==> config.mk <==
export PLATFORM = sky130hd
export DESIGN_NAME = pipeline_ctrl
export DESIGN_NICKNAME = d
export VERILOG_FILES = /design/src/rtl/cpu_types_pkg.sv /design/src/rtl/pipe_hazard_detect.sv /design/src/rtl/pipeline_ctrl.sv
export SDC_FILE = /design/constraint.sdc
export NUM_CORES = 1
export LEC_CHECK = 0
export CAP_MARGIN = 20
export CORE_UTILIZATION = 40
export CTS_CLUSTER_DIAMETER = 60
export CTS_CLUSTER_SIZE = 25
export DETAILED_ROUTE_END_ITERATION = 16
export PLACE_DENSITY_LB_ADDON = 0.08
export REMOVE_ABC_BUFFERS = 1
export SYNTH_ARGS = -nofsm -noshare
export SYNTH_HDL_FRONTEND = slang
export SYNTH_SLANG_ARGS = --single-unit
==> constraint.sdc <==
create_clock -name CLK -period 3.6 [get_ports CLK]
set_clock_uncertainty 0.05 [all_clocks]
set_input_delay 0.72 -clock CLK [delete_from_list [all_inputs] [get_ports CLK]]
set_output_delay 0.72 -clock CLK [all_outputs]
set_load 0.05 [all_outputs]
==> src/rtl/cpu_types_pkg.sv <==
// Shared CPU types: register index, data word and pipeline-controller state encoding.
// No logic; consumed by the pipeline control path.
// Backpressure: n/a.
package cpu_types_pkg;

    typedef logic [4:0]  regbits_t;
    typedef logic [31:0] word_t;

    typedef enum logic [1:0] {
        PC_RUN,
        PC_DWAIT,
        PC_HALT
    } pctrl_state_t;

endpackage

==> src/rtl/pipe_hazard_detect.sv <==
// Load-use detector: flags an ID instruction that sources the register an EX load is writing.
// Latency: purely combinational, 0 cycles.
// Backpressure: none; the controller decides what to do with the flag.
module pipe_hazard_detect
    import cpu_types_pkg::*;
(
    input  logic     dREN_ex,
    input  regbits_t regDst_ex,
    input  regbits_t rs_id,
    input  regbits_t rt_id,
    input  logic     usert_id,
    output logic     loaduse
);

    // $0 is hardwired zero, so a load targeting it can never create a dependency.
    assign loaduse = dREN_ex && (regDst_ex != '0) &&
                     ((regDst_ex == rs_id) || (usert_id && (regDst_ex == rt_id)));

endmodule

==> src/rtl/pipeline_ctrl.sv <==
// Hazard/sequencing controller: latch enables/flushes for load-use, branch squash, cache waits, halt.
// Latency: outputs combinational from state+inputs, applied at the same cycle's latch edge.
// Backpressure: dcache miss freezes every latch; icache miss bubbles ID. PIPE_PERF_EN adds perf counters.
module pipeline_ctrl
    import cpu_types_pkg::*;
#(
    parameter int MAX_WAIT = 255
`ifdef PIPE_PERF_EN
    ,
    parameter int CNT_W    = 32
`endif
)
(
    input  logic     CLK,
    input  logic     RST,
    input  logic     ihit,
    input  logic     dhit,
    input  regbits_t rs_id,
    input  regbits_t rt_id,
    input  logic     usert_id,
    input  logic     dREN_ex,
    input  regbits_t regDst_ex,
    input  logic     jmp_ex,
    input  logic     dREN_mem,
    input  logic     dWEN_mem,
    input  logic     halt_mem,
    output logic     pcen,
    output logic     ifen,
    output logic     flush_id,
    output logic     exen,
    output logic     flush_ex,
    output logic     memen,
    output logic     flush_mem,
    output logic     wben,
    output logic     halt,
    output logic     timeout
`ifdef PIPE_PERF_EN
    ,
    output logic [CNT_W-1:0] stall_cnt,
    output logic [CNT_W-1:0] squash_cnt
`endif
);

    localparam int WAIT_W = $clog2(MAX_WAIT + 1);
    localparam logic [WAIT_W-1:0] WAIT_MAX = WAIT_W'(MAX_WAIT);

    pctrl_state_t      state_q, state_d;
    logic [WAIT_W-1:0] wait_cnt_q, wait_cnt_d;
    logic              timeout_q, timeout_d;
    logic              loaduse;
    logic              dstall;

    pipe_hazard_detect u_hazard (
        .dREN_ex   (dREN_ex),
        .regDst_ex (regDst_ex),
        .rs_id     (rs_id),
        .rt_id     (rt_id),
        .usert_id  (usert_id),
        .loaduse   (loaduse)
    );

    assign dstall  = (dREN_mem || dWEN_mem) && !dhit;
    assign halt    = (state_q == PC_HALT) && !RST;
    assign timeout = timeout_q && !RST;

    // Next-state and latch controls, resolved in strict priority order.
    always_comb begin
        state_d    = state_q;
        wait_cnt_d = wait_cnt_q;
        timeout_d  = timeout_q;
        pcen       = 1'b1;
        ifen       = 1'b1;
        exen       = 1'b1;
        memen      = 1'b1;
        wben       = 1'b1;
        flush_id   = 1'b0;
        flush_ex   = 1'b0;
        flush_mem  = 1'b0;

        if (RST) begin
            // Hold every latch and keep clearing them until reset drops.
            {pcen, ifen, exen, memen, wben} = '0;
            {flush_id, flush_ex, flush_mem} = '1;
        end else if (state_q == PC_HALT) begin
            {pcen, ifen, exen, memen, wben} = '0;
        end else if (dstall) begin
            // Freeze the whole pipe; count only cycles already spent waiting.
            {pcen, ifen, exen, memen, wben} = '0;
            state_d = PC_DWAIT;
            if (state_q == PC_DWAIT && wait_cnt_q != WAIT_MAX) begin
                wait_cnt_d = wait_cnt_q + WAIT_W'(1);
            end
            timeout_d = timeout_q || (wait_cnt_d == WAIT_MAX);
        end else begin
            state_d    = PC_RUN;
            wait_cnt_d = '0;
            if (halt_mem) begin
                // Let the halt retire into WB, drain everything younger.
                pcen      = 1'b0;
                flush_id  = 1'b1;
                flush_ex  = 1'b1;
                flush_mem = 1'b1;
                state_d   = PC_HALT;
            end else if (jmp_ex) begin
                // Redirect wins: ID and EX hold wrong-path work, so stalls there are moot.
                flush_id = 1'b1;
                flush_ex = 1'b1;
            end else if (loaduse) begin
                // Single bubble; the load reaches MEM next cycle where forwarding covers it.
                pcen     = 1'b0;
                ifen     = 1'b0;
                flush_ex = 1'b1;
            end else if (!ihit) begin
                pcen     = 1'b0;
                flush_id = 1'b1;
            end
        end
    end

    // State, dmem wait counter and sticky timeout flag.
    always_ff @(posedge CLK) begin
        if (RST) begin
            state_q    <= PC_RUN;
            wait_cnt_q <= '0;
            timeout_q  <= 1'b0;
        end else begin
            state_q    <= state_d;
            wait_cnt_q <= wait_cnt_d;
            timeout_q  <= timeout_d;
        end
    end

`ifdef PIPE_PERF_EN
    // Wrapping perf counters: PC-hold cycles while running, and squashing redirects.
    always_ff @(posedge CLK) begin
        if (RST) begin
            stall_cnt  <= '0;
            squash_cnt <= '0;
        end else begin
            if (!pcen && !halt) begin
                stall_cnt <= stall_cnt + CNT_W'(1);
            end
            if (jmp_ex && !dstall && !halt) begin
                squash_cnt <= squash_cnt + CNT_W'(1);
            end
        end
    end
`endif

endmodule

==> results by group, run 1 <==
Worst setup path
  • Crit Path Max Fanout: 4
  • Worst Setup End Kind: primary output
  • Worst EP arrival: 2.58 ns
  • Max stage delay cell, worst path: or4_1
  • Cell Chain, Critical Path: clkdlybuf4s50_1 > or4_1 > o21ai_0 > a21oi_1 > o311ai_0 > buf_4 > buf_12
  • CP peak stage delay: 0.53 ns
  • Crit path max-delay family: buffers and inverters
  • Crit Path Category: primary input to primary output
  • Crit path required time: 2.83 ns
  • CP bufs+invs: 3
  • Worst setup SP type: primary input

Place
  • Port bufs: 34
  • Hpwl dp: 1780 um
  • RD Place Congestion: 0.839

Synthesis
  • Most used flip-flop cell after synthesis: dfxtp_1
  • Synth cell types: 43
  • Syn Inst Count: 120
  • Area leader, netlist: dfxtp_1
  • Warnings, synthesis: 0
  • Commonest cells in the netlist: 16 x nand2_1, 11 x dfxtp_1, 11 x o21ai_0
  • Post-synthesis async set-or-reset flop share: 0%
  • Yosys reg bits: 11
  • Most frequent cell after synthesis: nand2_1
  • Post-synth top area share: 24.3%
  • Mean area per synthesized cell: 7.55 um^2
  • EDFF count, synth: 0
  • Synth top area cells: dfxtp_1 24%, xor2_1 7.7%, nand2_1 6.6%
  • Mapped Area: 906 um^2
  • Sequential cell area fraction in the yosys report: 24.3%

Clocking
  • Resized Gates After CTS: 0
  • Clk pin slew, worst setup/hold paths: 0.07 ns
  • CTS Hold Bufs: 0
  • Post-CTS setup repair buffer count: 0
  • H-Tree Depth: 1
  • Inserted Clock Buffers: 3
  • Clock tree buffer depth: 2
  • Root Driver: clkbuf_4
  • CTS sink count: 11
  • CTS tree: done
  • Clock Latency Late Sink: 0.27 ns

Outcome
  • Status: finished, final reports clean

Routing
  • Total vias in the final route: 987
  • Antenna-violating nets left: 0
  • Post-Route WL: 2190 um
  • Routed vias/inst: 5.48
  • Drc violations: 0
  • DR iter-0 viols: 13
  • TritonRoute pass-1 iters: 4
  • DR WL/cell: 12.2 um

Cells and area
  • Area Overhead vs Synth: 43.2%
  • Share of cells above drive strength 1: 12.4%
  • Diodes inserted: 0
  • Fill count: 203
  • Final #Nets: 180

STA
  • Final Hold Vio Count: 0
  • RSZ-0062 raised after global routing: no
  • Max-slew violation count: 0
  • Period minus WS final: 3.35 ns
  • # setup viols final: 0
  • Worst Tran Pin Value: 0.673 ns
  • Final worst-path cycle share: 92.9%
  • Relative slew slack: 54.0%
  • F_max: 299 MHz
  • TNS Setup: 0 ns

Hold path
  • Hold Crit Class: flip-flop to flip-flop

Power
  • Peak supply drop: 0.000183 V
  • Power Density: 258 nW/um^2
  • Power Total: 0.335 mW
  • Leak Pwr: 0.475 nW

Floorplanning
  • Die width: 49.6 um
  • Initial core utilization: 44.4%
  • Core region area: 2040 um^2
  • Die ar.: 2460 um^2
  • Row count: 16
  • Io pins: 35
  • Die Y: 49.6 um

Global routing
  • Initial antenna violation count: 0
  • First-pass GRT wire length: 3650 um
  • GRT Util Overall: 19.5%
  • Largest net degree at the start of global routing: 12
  • Vias in the first global route: 871
  • Overflow after GRT: 0

Flow run
  • # Max-Cap Violations: 0
[per-stage QoR]
stage	worst slack [ns]	utilization, %	instance area (um^2)	instances	hold slack, ns
final	0.255	63.5	1300	180	0.443
after global routing	0.102	63.5	1300	180	0.480
after CTS	0.241	63.5	1300	180	0.447
after detailed placement	0.254	62.3	1270	176	0.431
after global placement	0.280	62.3	1270	176	0.413
after floorplan	-1.54	-	847	112	0.393
[worst paths after layout]
| check | slack (ns) | start | cells after the start | end |
|---|---|---|---|---|
| max | 0.25 | regDst_ex[0] | 7 | flush_id |
| min reg2reg | 0.44 | timeout_q$_SDFFE_PP0P_ | 2 | timeout_q$_SDFFE_PP0P_ |
| max reg2reg | 1.41 | wait_cnt_q[0]$_SDFFE_PP0N_ | 6 | timeout_q$_SDFFE_PP0P_ |
| min | 0.44 | timeout_q$_SDFFE_PP0P_ | 2 | timeout_q$_SDFFE_PP0P_ |
[power breakdown]
part / switching [mW] / internal [mW] / total, mW
Sequential: 0.00253 / 0.123 / 0.126
Combinational: 0.0630 / 0.0597 / 0.123
Clock: 0.0429 / 0.0430 / 0.0859
[placed cells by master (no fill, tap or decap), types with 2 or more instances in the layout]
| cell | count |
|---|---|
| nor2_1 | 6 |
| xor2_1 | 8 |
| nor3_1 | 5 |
| buf_12 | 4 |
| a21oi_1 | 10 |
| a31oi_1 | 2 |
| nand3_1 | 5 |
| dfxtp_1 | 11 |
| nand2_1 | 16 |
| buf_4 | 8 |
| nand3b_1 | 2 |
| inv_1 | 3 |
| nor4_1 | 4 |
| xnor2_1 | 3 |
| nand2b_1 | 2 |
| clkdlybuf4s50_1 | 25 |
| clkbuf_4 | 3 |
| o21ai_0 | 11 |
[tightest hold or removal path, stage by stage (launching register included)]
cell and delay, ns:
dfxtp_1 0.31, inv_1 0.05, o32ai_2 0.09
[cell type report]
cell class | count | area [um^2] | share of cell area (%)
timing repair buffer | 37 | 390 | 30.1
tap | 27 | 33.8 | 2.60
clock buffer | 4 | 26.3 | 2.03
sequential | 11 | 220 | 17.0
inverter | 3 | 11.3 | 0.868
multi-input combinational | 98 | 616 | 47.4
[state kept, by name, summed over array words and instances, names as in the netlist]
signal,count
state_q,2
timeout_q,1
wait_cnt_q,8
[layer usage]
layer / global-route usage (%) / wire length [um] / up-vias
met3: 6.17 / 139 / 3
met4: 10.5 / 32 / 0
met1: 22.9 / 1060 / 450
met2: 31.1 / 962 / 27
met5: 0 / 0 / -
li1: - / - / 507
[cell families after synthesis]
group	count (synthesis)	synth area share, %
compound gates	36	26.5
xor+xnor	11	10.6
fa+ha+maj	1	1.38
buf+inv	11	7.73
flops	11	24.3
mux	1	1.11
simple gates	49	28.3
No activity file was read; power rests on OpenSTA's default activity.
==> inputs of run 2 (changes only) <==
--- a/config.mk
+++ b/config.mk
@@ -12,2 +12,3 @@
 export DETAILED_ROUTE_END_ITERATION = 16
+export HOLD_SLACK_MARGIN = 0.12
 export PLACE_DENSITY_LB_ADDON = 0.08
--- a/constraint.sdc
+++ b/constraint.sdc
@@ -4,2 +4,2 @@
 set_output_delay 0.72 -clock CLK [all_outputs]
-set_load 0.05 [all_outputs]
+set_load 0.005 [all_outputs]
==> results by group, run 2 (synthesis results as in run 1) <==
Routing
  • DR WL/cell: 13.1 um
  • Post-Route WL: 2350 um
  • Routed vias/inst: 5.61
  • DR iter-0 viols: 30
  • Antenna-violating nets left: 0
  • TritonRoute pass-1 iters: 4
  • Drc violations: 0
  • Total vias in the final route: 1010

Place
  • RD Place Congestion: 0.865
  • Worst slack, placed: -0.0409 ns
  • Hpwl dp: 1850 um
  • Port bufs: 34
  • Dpl cells: 176

Power
  • Power Density: 233 nW/um^2
  • Combinational Power Share: 30.0%
  • Int Pwr: 0.217 mW
  • Net Sw Power: 0.0814 mW
  • Seq pwr share: 42.2%
  • Power Total: 0.298 mW
  • Peak supply drop: 0.000149 V
  • Switching Share: 27.3%
  • Leak Pwr: 0.455 nW
  • Clk pwr share: 27.9%

Floorplanning
  • Die Y: 49.6 um
  • Io pins: 35
  • Core region area: 2040 um^2
  • Die ar.: 2460 um^2
  • Row count: 16
  • Die width: 49.6 um
  • Initial core utilization: 44.4%

Outcome
  • Status: finished, final reports clean

Clocking
  • Root Driver: clkbuf_4
  • Clock Latency Late Sink: 0.26 ns
  • Clock tree buffer depth: 2
  • Clk pin slew, worst setup/hold paths: 0.07 ns
  • CTS Hold Bufs: 0
  • H-Tree Depth: 1
  • CTS sink count: 11
  • Inserted Clock Buffers: 3
  • Post-CTS setup repair buffer count: 0
  • CTS tree: done

Worst setup path
  • Worst Setup End Kind: primary output
  • Worst setup SP type: primary input
  • Crit Path Category: primary input to primary output
  • Crit Path Max Fanout: 4
  • Crit path required time: 2.83 ns
  • Worst EP arrival: 2.73 ns

Global routing
  • Vias in the first global route: 970
  • Top Usage Layer GRT: met2
  • Overflow after GRT: 0
  • Largest net degree at the start of global routing: 12
  • First-pass GRT wire length: 4070 um
  • Met1 Usage GRT: 27.2%
  • Initial antenna violation count: 0
  • Met2 Resource Use GR: 34.2%
  • GRT Util Overall: 21.5%
  • Grt met3 use: 4.94%

Hold path
  • Hold Crit Class: flip-flop to flip-flop

Cells and area
  • Storage cell area: 220 um^2
  • Regs by FF count: wait_cnt_q x8, state_q x2, timeout_q x1
  • Area Overhead vs Synth: 41.6%
  • Max reg flops: 8
  • Share of cells above drive strength 1: 8.50%
  • Largest Register: wait_cnt_q
  • Fill count: 207
  • Util after Layout: 62.8%
  • Multi-input logic area: 626 um^2
  • Diodes inserted: 0
  • Final #Nets: 180
  • Post-route insts no fill: 180
  • Most frequent cells in the layout: 32 x clkdlybuf4s50_1, 16 x nand2_1, 11 x o21ai_0, 11 x dfxtp_1, 9 x a21oi_1
  • Most common cell after layout, fill and taps aside: clkdlybuf4s50_1

STA
  • F_max: 286 MHz
  • Worst Tran Pin Value: 0.709 ns
  • Final worst-path cycle share: 97.2%
  • Relative slew slack: 51.5%
  • Period minus WS final: 3.50 ns
  • TNS Setup: 0 ns
  • Final Hold Vio Count: 0
  • RSZ-0062 raised after global routing: no
  • # setup viols final: 0
  • Max-slew violation count: 0
  • Final setup margin: 0.102 ns

Flow run
  • # Max-Cap Violations: 0
[run 2: final timing paths]
kind,from,endpoint,slack [ns],cells past startpoint
setup / recovery,regDst_ex[3],pcen,0.10,6
hold / removal,timeout_q$_SDFFE_PP0P_,timeout_q$_SDFFE_PP0P_,0.43,2
setup reg to reg,wait_cnt_q[0]$_SDFFE_PP0N_,timeout_q$_SDFFE_PP0P_,1.40,6
hold reg to reg,timeout_q$_SDFFE_PP0P_,timeout_q$_SDFFE_PP0P_,0.43,2
[run 2: layout make-up]
class / instances / share of cell area (%)
well taps: 27 / 2.63
clock buffers: 3 / 1.76
flip-flops and latches: 11 / 17.2
multi-input cells: 98 / 48.8
inverters: 3 / 0.878
clock inverters: 1 / 0.390
repair buffers: 37 / 28.4
[run 2: per-layer routing]
metal | vias up | wire, um | share of wire [%]
li1 | 511 | - | -
met1 | 457 | 1080 | 46
met2 | 37 | 1070 | 46
met3 | 5 | 147 | 6.3
met4 | 0 | 48 | 2.0
met5 | - | 0 | 0
[run 2: power groups by stage]
stage	clock (mW)	sequential, mW	combinational, mW
6_report	0.0832	0.126	0.0893
5_1_grt	0.0960	0.126	0.0976
4_1_cts	0.0874	0.126	0.0887
3_5_place_dp	0	0.128	0.0884
3_3_place_gp	0	0.128	0.0875
2_1_floorplan	0	0.128	0.0334
[run 2: critical path, stage by stage]
cell and delay, ns:
clkdlybuf4s50_1 0.48, or4_1 0.52, o21ai_0 0.23, a21oi_2 0.08
o21ai_0 0.18, clkdlybuf4s50_1 0.53
[run 2: timing repair]
item / CTS / global route
pin swaps: 0 / 2
endpoints found under the setup margin: 2 / 1
resized for setup: 2 / 2
[run 2: through the flow]
stage	area, um^2	hold slack (ns)
6_report	1280	0.428
3_3_place_gp	1240	0.415
2_1_floorplan	847	0.393
3_5_place_dp	1240	0.420
5_1_grt	1280	0.464
4_1_cts	1270	0.433
